File: src/rtl/mixed_c_hdr_deframer_pkg.sv
// -----------------------------------------------------------------------------
// mixed_c_hdr_deframer_pkg
// Shared types and constants for the mixedBlockC header deframer.
// A 13-bit cHeaderSt travels as three 5-bit seeSt beats, LSB beat first.
// The top two bits of the last beat are pad.
// -----------------------------------------------------------------------------
package mixed_c_hdr_deframer_pkg;

    localparam int HDR_W       = 13;  // cHeaderSt width (cBiggerT)
    localparam int BEAT_W      = 5;   // seeSt width (cSizeT + cSizePlusT)
    localparam int CNT_W       = 16;  // delivered-header counter width
    localparam int C_HDR_BEATS = 3;   // beats per header
    localparam int C_HDR_PAD_W = 2;   // pad bits in the last beat

    // Beats 0 and 1 are held in the accumulator until the last beat arrives.
    localparam int ACC_W  = (C_HDR_BEATS - 1) * BEAT_W;
    // Payload bits carried by the last beat.
    localparam int LAST_W = BEAT_W - C_HDR_PAD_W;

    typedef logic [BEAT_W-1:0] see_st_t;      // {variablec[1:0], variablec2[2:0]}
    typedef logic [HDR_W-1:0]  c_header_st_t;

    typedef enum logic [1:0] {
        B0 = 2'd0,
        B1 = 2'd1,
        B2 = 2'd2
    } hdr_beat_t;

    // True when any pad bit of a last beat is set.
    function automatic logic pad_nonzero(input see_st_t beat);
        return |beat[BEAT_W-1 -: C_HDR_PAD_W];
    endfunction

endpackage

File: src/rtl/mixed_c_hdr_outreg.sv
// -----------------------------------------------------------------------------
// mixed_c_hdr_outreg
// One-entry registered output stage with valid/ready.
// Ports:
//   clk, rst       clock, synchronous active-high reset
//   load           load load_data this cycle (upstream only asserts it when
//                  in_ready is 1)
//   load_data      header to register
//   out_ready      consumer ready
//   out_valid      registered header valid
//   out_data       registered header
//   in_ready       stage can accept a load this cycle (empty or draining)
//   hs             output handshake pulse (out_valid & out_ready)
// -----------------------------------------------------------------------------
module mixed_c_hdr_outreg
    import mixed_c_hdr_deframer_pkg::*;
(
    input  logic             clk,
    input  logic             rst,
    input  logic             load,
    input  logic [HDR_W-1:0] load_data,
    input  logic             out_ready,
    output logic             out_valid,
    output logic [HDR_W-1:0] out_data,
    output logic             in_ready,
    output logic             hs
);

    logic             valid_q, valid_d;
    logic [HDR_W-1:0] data_q,  data_d;

    assign hs        = valid_q & out_ready;
    assign in_ready  = ~valid_q | out_ready;
    assign out_valid = valid_q;
    assign out_data  = data_q;

    always_comb begin
        // NOTE: every signal written here gets a default first, so no path
        // leaves it unassigned and no latch is inferred.
        valid_d = valid_q;
        data_d  = data_q;
        // A load in the handshake cycle keeps valid high with the new data.
        if (load) begin
            valid_d = 1'b1;
            data_d  = load_data;
        end else if (hs) begin
            valid_d = 1'b0;
        end
    end

    always_ff @(posedge clk) begin
        // NOTE: sequential state uses non-blocking assignments so every flop
        // samples the pre-edge values regardless of statement order.
        if (rst) begin
            valid_q <= 1'b0;
            data_q  <= '0;
        end else begin
            valid_q <= valid_d;
            data_q  <= data_d;
        end
    end

endmodule

File: src/rtl/mixed_c_hdr_deframer.sv
// -----------------------------------------------------------------------------
// mixed_c_hdr_deframer
// Reassembles three 5-bit seeSt beats into one 13-bit cHeaderSt.
// Ports:
//   clk, rst       clock, synchronous active-high reset
//   see_valid/see_ready/see_data   input beat stream (beat 0 = header LSBs)
//   hdr_valid/hdr_ready/hdr_data   registered header output
//   abort          drop the partially assembled header
//   pad_err        sticky: a last beat arrived with nonzero pad bits
//   err_clr        clears pad_err (a simultaneous new error wins)
//   hdr_cnt        wrapping count of delivered headers
// -----------------------------------------------------------------------------
module mixed_c_hdr_deframer
    import mixed_c_hdr_deframer_pkg::*;
(
    input  logic              clk,
    input  logic              rst,
    input  logic              see_valid,
    output logic              see_ready,
    input  logic [BEAT_W-1:0] see_data,
    output logic              hdr_valid,
    input  logic              hdr_ready,
    output logic [HDR_W-1:0]  hdr_data,
    input  logic              abort,
    output logic              pad_err,
    input  logic              err_clr,
    output logic [CNT_W-1:0]  hdr_cnt
);

    hdr_beat_t        state_q,   state_d;
    logic [ACC_W-1:0] acc_q,     acc_d;
    logic             pad_err_q, pad_err_d;
    logic [CNT_W-1:0] hdr_cnt_q, hdr_cnt_d;

    logic             load;
    logic [HDR_W-1:0] load_data;
    logic             out_in_ready;
    logic             hs;

    mixed_c_hdr_outreg u_outreg (
        .clk       (clk),
        .rst       (rst),
        .load      (load),
        .load_data (load_data),
        .out_ready (hdr_ready),
        .out_valid (hdr_valid),
        .out_data  (hdr_data),
        .in_ready  (out_in_ready),
        .hs        (hs)
    );

    assign pad_err = pad_err_q;
    assign hdr_cnt = hdr_cnt_q;

    always_comb begin
        state_d   = state_q;
        acc_d     = acc_q;
        pad_err_d = pad_err_q;
        hdr_cnt_d = hdr_cnt_q;
        see_ready = 1'b0;
        load      = 1'b0;
        // Pad bits of the last beat are dropped here.
        load_data = {see_data[LAST_W-1:0], acc_q};

        if (abort) begin
            state_d = B0;
            acc_d   = '0;
        end else begin
            unique case (state_q)
                B0: begin
                    see_ready = 1'b1;
                    if (see_valid) begin
                        acc_d[BEAT_W-1:0] = see_data;
                        state_d           = B1;
                    end
                end
                B1: begin
                    see_ready = 1'b1;
                    if (see_valid) begin
                        acc_d[ACC_W-1:BEAT_W] = see_data;
                        state_d               = B2;
                    end
                end
                B2: begin
                    // Last beat waits until the output register can take it.
                    see_ready = out_in_ready;
                    if (see_valid && out_in_ready) begin
                        load    = 1'b1;
                        state_d = B0;
                    end
                end
                default: state_d = B0;
            endcase
        end

        // Set has priority over clear.
        if (load && pad_nonzero(see_data)) begin
            pad_err_d = 1'b1;
        end else if (err_clr) begin
            pad_err_d = 1'b0;
        end

        if (hs) begin
            hdr_cnt_d = hdr_cnt_q + 1'b1;
        end
    end

    always_ff @(posedge clk) begin
        if (rst) begin
            state_q   <= B0;
            // NOTE: the accumulator is a plain register, so it is reset like
            // the rest; abort also zeroes it so stale beats never leak out.
            acc_q     <= '0;
            pad_err_q <= 1'b0;
            hdr_cnt_q <= '0;
        end else begin
            state_q   <= state_d;
            acc_q     <= acc_d;
            pad_err_q <= pad_err_d;
            hdr_cnt_q <= hdr_cnt_d;
        end
    end

endmodule

File: config.mk
export PLATFORM = sky130hd
export DESIGN_NAME = mixed_c_hdr_deframer
export DESIGN_NICKNAME = d
export VERILOG_FILES = /design/src/rtl/mixed_c_hdr_deframer_pkg.sv /design/src/rtl/mixed_c_hdr_outreg.sv /design/src/rtl/mixed_c_hdr_deframer.sv
export SDC_FILE = /design/constraint.sdc
export NUM_CORES = 1
export LEC_CHECK = 0
export CAP_MARGIN = 20
export CORE_MARGIN = 2
export CORE_UTILIZATION = 30
export CTS_CLUSTER_DIAMETER = 30
export DETAILED_ROUTE_END_ITERATION = 8
export SYNTH_ARGS = -nofsm -noshare
export SYNTH_HDL_FRONTEND = slang
export SYNTH_SLANG_ARGS = --single-unit
export TNS_END_PERCENT = 1
File: constraint.sdc
create_clock -name clk -period 4.05 [get_ports clk]
set_input_delay 0.6075 -clock clk [delete_from_list [all_inputs] [get_ports clk]]
set_output_delay 0.6075 -clock clk [all_outputs]
set_load 0.02 [all_outputs]
; ---- Word level (Yosys, flattened, before mapping)
; Cells that the tools add are included.
[op_classes]
n_div = 0
n_reduce_logical = 11
n_mul = 0
muxes = 13
bitwise = 3
eq_ne = 5
magnitude_cmp = 0
n_shift = 0
addsub = 1
[ops]
columns = op, n
row1 = $add 16x1->16 const B, 1
row2 = $mux 1, 8
row3 = $mux 2, 3
row4 = $ne 2x2->1 const B, 3
row5 = $pmux 2 s3, 1
row6 = $reduce_or 2->1, 3
row7 = $reduce_and 2->1, 2
row8 = $reduce_bool 2->1, 2
row9 = $reduce_and 3->1, 1
row10 = $eq 2x1->1 const B, 1
row11 = $eq 2x2->1 const B, 1
row12 = $logic_and 1x1->1, 2
row13 = $logic_not 2->1, 1
row14 = $pmux 1 s2, 1
row15 = $and 1x1->1, 1
row16 = $not 1->1, 1
row17 = $or 1x1->1, 1
[totals]
in_bits = 11
ramBits = 0
memories = 0
regBits = 43
romBits = 0
latch_bits = 0

; ---- Depth between registers and ports, before layout
; Gate-level depths: netlist of run 1.
[depth]
word_depth = 8
depth_mapped = 5
ltp_nobuf = 5

; ---- Cells and area by module
; From an unflattened synthesis of run 1, not the netlist that was laid out.
[hier_totals]
hier_cells = 180
area_unflattened_um2 = 1774.2
[modules_own_cells]
columns = mod, seq_area_each_um2, n_inst, cells_each, area_per_inst_um2
row1 = mixed_c_hdr_deframer, 580.6, 1, 133, 1257.5
row2 = mixed_c_hdr_outreg, 280.3, 1, 47, 516.7

; ---- Worst setup path before layout of run 1
; No wires, ideal clock.
[synth_timing]
path_kind = input-to-output
from = input port hdr_ready
to = output port see_ready
n_path_buf = 0
cell_stages = 3
arrival_time_ns = 1.095
setup_slack_ns = 2.348
path_cell_list = nor2b_2 o21a_1 nor2_1
[synth_via]
elab_chain_cells = 3
[synth_rtl]
columns = element, line_no
row1 = start: declaration, mixed_c_hdr_deframer.sv:22  ; input logic hdr_ready,
row2 = $or 1x1->1, mixed_c_hdr_outreg.sv:33  ; assign in_ready = ~valid_q | out_ready;
row3 = $pmux 1 s2, mixed_c_hdr_deframer.sv:69  ; unique case (state_q)
row4 = $mux 1, mixed_c_hdr_deframer.sv:65  ; if (abort) begin
row5 = end: declaration, mixed_c_hdr_deframer.sv:19  ; output logic see_ready,
; Every way passes these cells.

; ---- Final worst setup path of run 1
; Ends and elaborated chain as after synthesis.

==> results of run 1 <==
[kinds of logic after synthesis]
kind of cell | Yosys count
buf+inv | 11
xor+xnor | 12
compound gates | 10
flops | 43
fa+ha+maj | 1
simple gates | 79
mux | 25
[stage by stage]
stage	power [mW]	cells
finish	0.808	299
global route	0.843	299
CTS	0.817	299
detailed placement	0.476	291
global placement	0.476	291
floorplan	0.456	181
[flip-flops by register name, summed over array words and instances, names as in the netlist]
register / cells
hdr_cnt: 16
state_q: 2
acc_q: 10
u_outreg.out_data: 13
u_outreg.out_valid: 1
pad_err: 1
[routing by layer]
metal	vias up	track usage, %
met5	-	0
met4	0	4.07
met3	5	4.64
met2	32	19.3
met1	623	13.3
li1	693	-
[power by group through the flow]
stage / Combinational (mW) / Clock, mW / Sequential, mW
floorplan: 0.0196 / 0 / 0.437
global placement: 0.0376 / 0 / 0.438
detailed placement: 0.0379 / 0 / 0.438
CTS: 0.0380 / 0.351 / 0.428
global route: 0.0408 / 0.374 / 0.428
finish: 0.0371 / 0.343 / 0.428
[tightest hold or removal path, stage by stage, from the launching register on]
cell and delay (ns):
sky130_fd_sc_hd__dfxtp_1 0.32, sky130_fd_sc_hd__nand2b_1 0.06, sky130_fd_sc_hd__a21oi_1 0.05
[worst min path at each step]
stage	end	depth (start not counted)	slack (ns)
6_report	pad_err$_SDFFE_PP0P_	2	0.47
3_5_place_dp	pad_err$_SDFFE_PP0P_	2	0.47
4_1_cts	pad_err$_SDFFE_PP0P_	2	0.48
3_3_place_gp	pad_err$_SDFFE_PP0P_	2	0.46
5_1_grt	pad_err$_SDFFE_PP0P_	2	0.52
2_1_floorplan	acc_q[0]$_SDFFE_PP0P_	2	0.46
[area by class of cell]
type / instances / share of cell area (%)
multi-input combinational: 127 / 34.9
tap: 72 / 3.85
clock inverter: 2 / 1.50
clock buffer: 6 / 3.53
sequential: 43 / 36.8
inverter: 5 / 0.802
timing repair buffer: 44 / 18.6
[cells in the mapped netlist, drive strengths merged]
cell | n | share of area (%)
and2 | 1 | 0.36
clkbuf | 4 | 0.87
dfxtp | 43 | 50
inv | 5 | 1.1
buf | 2 | 0.94
mux2 | 2 | 1.3
xnor2 | 10 | 5.1
or2 | 1 | 0.36
and3 | 2 | 0.72
nor2b | 4 | 1.6
nand3 | 6 | 1.7
nor2 | 44 | 9.6
xor2 | 2 | 1.0
a31o | 2 | 1.0
ha | 1 | 0.72
o21a | 1 | 0.43
nand4 | 4 | 1.4
nor3 | 6 | 2.0
mux2i | 23 | 13
nand2 | 4 | 0.87
nand3b | 1 | 0.43
a21oi | 5 | 1.4
o21ai | 2 | 0.80
nor4 | 4 | 2.3
nand2b | 2 | 0.72
==> out/results.md, run 1 <==
| Parameter | Reported |
|:---|:---|
| Number of DRC markers after the initial detailed-route iteration | 53 |
| Area fraction in compound gates after synthesis | 3.69% |
| Port Buffer Count | 42 |
| Fraction of layout cells with a size suffix above 1 | 7.93% |
| Least-Margin Pin Slew | 0.665 ns |
| Global router's overall resource usage | 11.6% |
| Critical path launch point | hdr_ready |
| Data arrival time of the worst path | 2.14 ns |
| CP required | 3.44 ns |
| Core utilization of the finished layout | 42.2% |
| Worst reg-to-reg setup slack | 2.47 ns |
| Die extent in y | 79.9 um |
| Worst Path Class, Setup | in -> out |
| R2R cell count | 4 |
| Number of detailed-route iterations in the first pass | 6 |
| Area of the multi-input gates | 817 um2 |
| Combinational cell fraction of total power | 4.6% |
| Fin Setup TNS | 0 ns |
| Highest routing layer actually used | met4 |
| Fraction of the cycle the final worst path needs | 67.9% |
| Maximum clock skew at final layout | 0.00458 ns |
| Net switching share of the total power | 20.4% |
| Number of nets produced by synthesis | 193 |
| Endpoints failing setup | 0 |
| Part of the power in registers | 53.0% |
| Fin nets | 238 |
| Reg2reg start | hdr_cnt[5]$_SDFFE_PP0P_ |
| H-Tree Level Count | 2 |
| Most common cell after layout, fill and taps aside | sky130_fd_sc_hd__nor2_1 |
| Slew headroom | 55.5% |
| Chip Width | 79.9 um |
| Area of the core | 0.00554 mm2 |
| Parity-gate share of the synthesized area counting xor and xnor cells | 6.08% |
| Number of vias per cell after detailed routing | 4.53 |
| Routed WL per cell | 11.6 um |
| Cell area after placement | 0.00222 mm2 |
| Post-CTS Setup Bufs | 0 |
| Layout Cell Area excl Fill | 0.00234 mm2 |
| WL met3 | 227 um |
| Cell at the root of the clock tree | sky130_fd_sc_hd__clkbuf_8 |
| Adder-cell area share of the yosys netlist | 0.724% |
| Final antenna diode count | 0 |
| Post-CTS Hold Buffers | 0 |
| Max Fclk | 364 MHz |
| Sinks on Clock Net | 43 |
| CP most frequent cell | sky130_fd_sc_hd__clkdlybuf4s50_1 |
| Length of routed met2 wiring | 1610 um |
| WP buf/inv | 2 |
| Most used cells in the layout excluding fill and tap cells | sky130_fd_sc_hd__nor2_1, sky130_fd_sc_hd__dfxtp_1, sky130_fd_sc_hd__clkdlybuf4s50_1 |
| Post-synthesis simple-gate area fraction | 22.2% |
| Origin of the worst min-delay path | pad_err$_SDFFE_PP0P_ |
| CTS tree | done |
| Remaining global-route overflow | 0 |
| Routability-driven placement congestion ratio | 0.763 |
| Inserted Clock Buffers | 5 |
| Final Routed Wirelength | 3480 um |
| Die ar. | 0.00638 mm2 |
| Worst hold-check path type | reg -> reg |
| Status | complete, no violations |
| Hold Vio Cnt, Final | 0 |
| Leakage power summed over all cells | 0.825 nW |
| Detailed Place HPWL | 2510 um |
| Mean area per synthesized cell | 9.55 um2 |
| Endpoint type of the worst setup path | output port |
| Tightest hold margin | 0.473 ns |
| P_sw | 0.165 mW |
| Cell count after synthesis | 181 |
| Number of resized instances in the post-cts repair step | 0 |
| Clock latency at the later pin of the worst-skew pair | 0.29 ns |
| Post-synthesis sequential area ratio | 49.8% |
| CTS Buffer Depth | 2 |
| Kind of start point of the critical path | input pin |
| Distinct cell type count after synthesis | 31 |
| Family with the most delay on the worst path | buffers and inverters |
| DP Worst Slack | 1.29 ns |
| Power density over the cells | 345 mW/mm2 |
| Unrepaired setup endpoints after global routing | no |
| Maximum number of pins on one net before global-route repair | 20 |
| Synth Warn # | 0 |
| Setup slack after layout | 1.30 ns |
| Reg2Reg Capture Point | hdr_cnt[14]$_SDFFE_PP0P_ |
| Pins over their slew limit | 0 |
| First-pass GRT wire length | 5730 um |
| Via count of the first global-routing pass | 1246 |
| Highest fanout seen on the critical path | 6 |
| Internal power summed over all cells | 0.643 mW |
| Cell area after technology mapping | 0.00173 mm2 |
| Post-route DRC violation count | 0 |
| Clock network fraction of total power | 42.4% |
| Clock-pin slew reported for the worst setup and hold paths after clock tree synthesis | 0.08 ns |
| Worst vdd rail ir drop | 0.242 mV |
| Initial core utilization | 31.2% |
| Ports placed on the boundary | 43 |
| Critical path's slowest cell | sky130_fd_sc_hd__clkdlybuf4s50_1 |
| Capture point of the critical path | see_ready |
| Number of maximum-capacitance constraint violations | 0 |
| Routed metal-1 wire length | 1600 um |
| Number of gates on the worst path with buffers counted | 5 |
| Combinational family with the most area after synthesis | simple AND/OR/NAND/NOR gates |
| Fillers | 590 |
| Area taken by flip-flops and latches | 861 um2 |
| Initial antenna violation count | 0 |
| Via count of the routed design | 1353 |
| Area overhead of the layout relative to synthesis | 35.4% |
| Shortest period the worst path allows | 2.75 ns |
| Series of cell instances along the critical path | clkdlybuf4s50_1 -> nor2b_2 -> o21a_1 -> nor2_1 -> clkdlybuf4s50_1 |
| Slowest stage delay, CP | 0.60 ns |
| Row cnt | 27 |
| Residual antenna-violating net count after detailed routing | 0 |
| Share of synthesized area spent on multiplexers | 14.6% |
| FF+latch count, synth | 43 |
Note: power is estimated with default switching activity, not from simulation.
==> run 2: changes to the inputs <==
Clock period 4.05 ns to 2.8 ns, I/O delays scaled along.
==> out/results.md, run 2 (synthesis results as in run 1) <==
| Parameter | Reported | Delta |
|:---|:---|:---|
| Slew headroom | 60.8% | +5.3 points |
| Kind of start point of the critical path | input pin |  |
| Critical path launch point | hdr_ready |  |
| Power density over the cells | 524 mW/mm2 | +52% |
| Maximum number of pins on one net before global-route repair | 21 | +5.0% |
| Remaining global-route overflow | 0 | unchanged |
| Number of detailed-route iterations in the first pass | 4 | -2 |
| Initial core utilization | 31.2% | unchanged |
| Cell at the root of the clock tree | sky130_fd_sc_hd__clkbuf_8 |  |
| Area overhead of the layout relative to synthesis | 36.7% |  |
| Reg2Reg Capture Point | hdr_cnt[15]$_SDFFE_PP0P_ |  |
| Layout Cell Area excl Fill | 0.00236 mm2 | +0.96% |
| Hold Vio Cnt, Final | 0 | unchanged |
| Clock network fraction of total power | 45.6% | +3.2 points |
| Number of DRC markers after the initial detailed-route iteration | 61 | +15% |
| Number of maximum-capacitance constraint violations | 0 | unchanged |
| Worst Path Class, Setup | in -> out |  |
| Part of the power in registers | 50.0% | -3.0 points |
| CTS Buffer Depth | 2 | unchanged |
| Endpoints failing setup | 0 | unchanged |
| H-Tree Level Count | 2 | unchanged |
| P_sw | 0.239 mW | +45% |
| Fraction of layout cells with a size suffix above 1 | 7.89% | -0.035 points |
| Least-Margin Pin Slew | 0.585 ns | -0.0802 ns |
| Maximum clock skew at final layout | 0.00642 ns | +0.00184 ns |
| Series of cell instances along the critical path | clkdlybuf4s50_1 -> nor2b_2 -> o21a_1 -> nor2_1 -> clkdlybuf4s50_1 |  |
| Post-CTS Setup Bufs | 0 | unchanged |
| Fin nets | 239 | +0.42% |
| Critical path's slowest cell | sky130_fd_sc_hd__clkdlybuf4s50_1 |  |
| Total chip power | 1.24 mW | +53% |
| Unrepaired setup endpoints after global routing | no |  |
| Residual antenna-violating net count after detailed routing | 0 | unchanged |
| Cell area after placement | 0.00223 mm2 | +0.34% |
| Sinks on Clock Net | 43 | unchanged |
| Highest fanout seen on the critical path | 6 | unchanged |
| Reg2reg start | hdr_cnt[2]$_SDFFE_PP0P_ |  |
| R2R cell count | 4 | unchanged |
| Worst hold-check path type | reg -> reg |  |
| Inserted Clock Buffers | 5 | unchanged |
| Port Buffer Count | 42 | unchanged |
| First-pass GRT wire length | 5870 um | +2.4% |
| Final antenna diode count | 0 | unchanged |
| Row cnt | 27 | unchanged |
| Status | complete, no violations |  |
| Routed WL per cell | 11.5 um | -1.5% |
| Die extent in y | 79.9 um | unchanged |
| Die ar. | 0.00638 mm2 | unchanged |
| Most common cell after layout, fill and taps aside | sky130_fd_sc_hd__nor2_1 |  |
| Number of resized instances in the post-cts repair step | 0 | unchanged |
| Via count of the first global-routing pass | 1296 | +4.0% |
| Fraction of the cycle the final worst path needs | 85.2% |  |
| Initial antenna violation count | 0 | unchanged |
| Slowest stage delay, CP | 0.61 ns | about the same |
| Count of cells along the worst hold path | 2 | unchanged |
| Shortest period the worst path allows | 2.38 ns |  |
| Chip Width | 79.9 um | unchanged |
| Post-CTS Hold Buffers | 0 | unchanged |
| CP required | 2.38 ns | -1.06 ns |
| Clock-pin slew reported for the worst setup and hold paths after clock tree synthesis | 0.08 ns | about the same |
| Data arrival time of the worst path | 1.96 ns | -0.18 ns |
| Worst reg-to-reg setup slack | 1.21 ns | -1.26 ns |
| Net switching share of the total power | 19.3% | -1.1 points |
| Routability-driven placement congestion ratio | 0.761 | -0.25% |
| Number of vias per cell after detailed routing | 4.52 | -0.11% |
| Final Routed Wirelength | 3440 um | -1.1% |
| Endpoint type of the worst setup path | output port |  |
| Most used cells in the layout excluding fill and tap cells | sky130_fd_sc_hd__nor2_1, sky130_fd_sc_hd__dfxtp_1, sky130_fd_sc_hd__clkdlybuf4s50_1 |  |
| Fin Setup TNS | 0 ns | unchanged |
| Capture point of the critical path | see_ready |  |
| Post-route DRC violation count | 0 | unchanged |
| Leakage power summed over all cells | 0.834 nW | +1.1% |
| Area of the core | 0.00554 mm2 | unchanged |
| Via count of the routed design | 1356 | +0.22% |
| Max Fclk | 419 MHz |  |
| Ports placed on the boundary | 43 | unchanged |
| Tightest hold margin | 0.479 ns | +0.00562 ns |
| Detailed Place HPWL | 2490 um | -0.53% |
| Combinational cell fraction of total power | 4.4% | -0.2 points |
| Max FFs per register | 16 | unchanged |
| Global router's overall resource usage | 11.6% | +0.031 points |
| Worst vdd rail ir drop | 0.218 mV | -10% |
| Internal power summed over all cells | 0.998 mW | +55% |
| CTS tree | done |  |
| Pins over their slew limit | 0 | unchanged |
| Clock latency at the later pin of the worst-skew pair | 0.29 ns | about the same |
| CP most frequent cell | sky130_fd_sc_hd__clkdlybuf4s50_1 |  |
run 2: worst max-delay path: cells and delay by family:
kind / cells / cell delay [ns]
compound gates: 1 / 0.18
simple gates: 2 / 0.18
buf+inv: 2 / 1.18
run 2: layout make-up:
| class | instances | area, um2 |
|---|---|---|
| flip-flops and latches | 43 | 861 |
| fillers | 560 | 3180 |
| inverters | 5 | 18.8 |
| well taps | 72 | 90.1 |
| multi-input cells | 127 | 817 |
| clock buffers | 6 | 72.6 |
| repair buffers | 45 | 443 |
| clock inverters | 2 | 60.1 |
run 2: worst min path at each step:
stage	start	slack, ns	to
finish	pad_err$_SDFFE_PP0P_	0.48	pad_err$_SDFFE_PP0P_
global route	hdr_cnt[1]$_SDFFE_PP0P_	0.52	hdr_cnt[1]$_SDFFE_PP0P_
CTS	pad_err$_SDFFE_PP0P_	0.48	pad_err$_SDFFE_PP0P_
floorplan	acc_q[0]$_SDFFE_PP0P_	0.46	acc_q[0]$_SDFFE_PP0P_
global placement	pad_err$_SDFFE_PP0P_	0.46	pad_err$_SDFFE_PP0P_
detailed placement	pad_err$_SDFFE_PP0P_	0.47	pad_err$_SDFFE_PP0P_
run 2: metal layers:
layer  GRT usage, %  routed length [um]  vias to the layer above
li1               -                   -                      701
met1           13.5                1580                      616
met2           19.5                1580                       34
met3           3.85                 238                        5
met4           4.58                  38                        0
met5              0                   0                        -
run 2: metrics by stage:
| step | instances | utilization [%] | worst slack [ns] |
|---|---|---|---|
| after detailed placement | 292 | 40.2 | 0.410 |
| final | 300 | 42.6 | 0.415 |
| after floorplan | 181 | - | 1.20 |
| after CTS | 300 | 42.6 | 0.399 |
| after global placement | 292 | 40.2 | 0.413 |
| after global routing | 300 | 42.6 | 0.315 |
run 2: power by group through the flow:
stage | logic (mW) | clock network [mW] | registers (mW)
floorplan | 0.0284 | 0 | 0.632
global placement | 0.0551 | 0 | 0.633
detailed placement | 0.0559 | 0 | 0.633
CTS | 0.0560 | 0.582 | 0.619
global route | 0.0608 | 0.606 | 0.620
finish | 0.0547 | 0.564 | 0.619
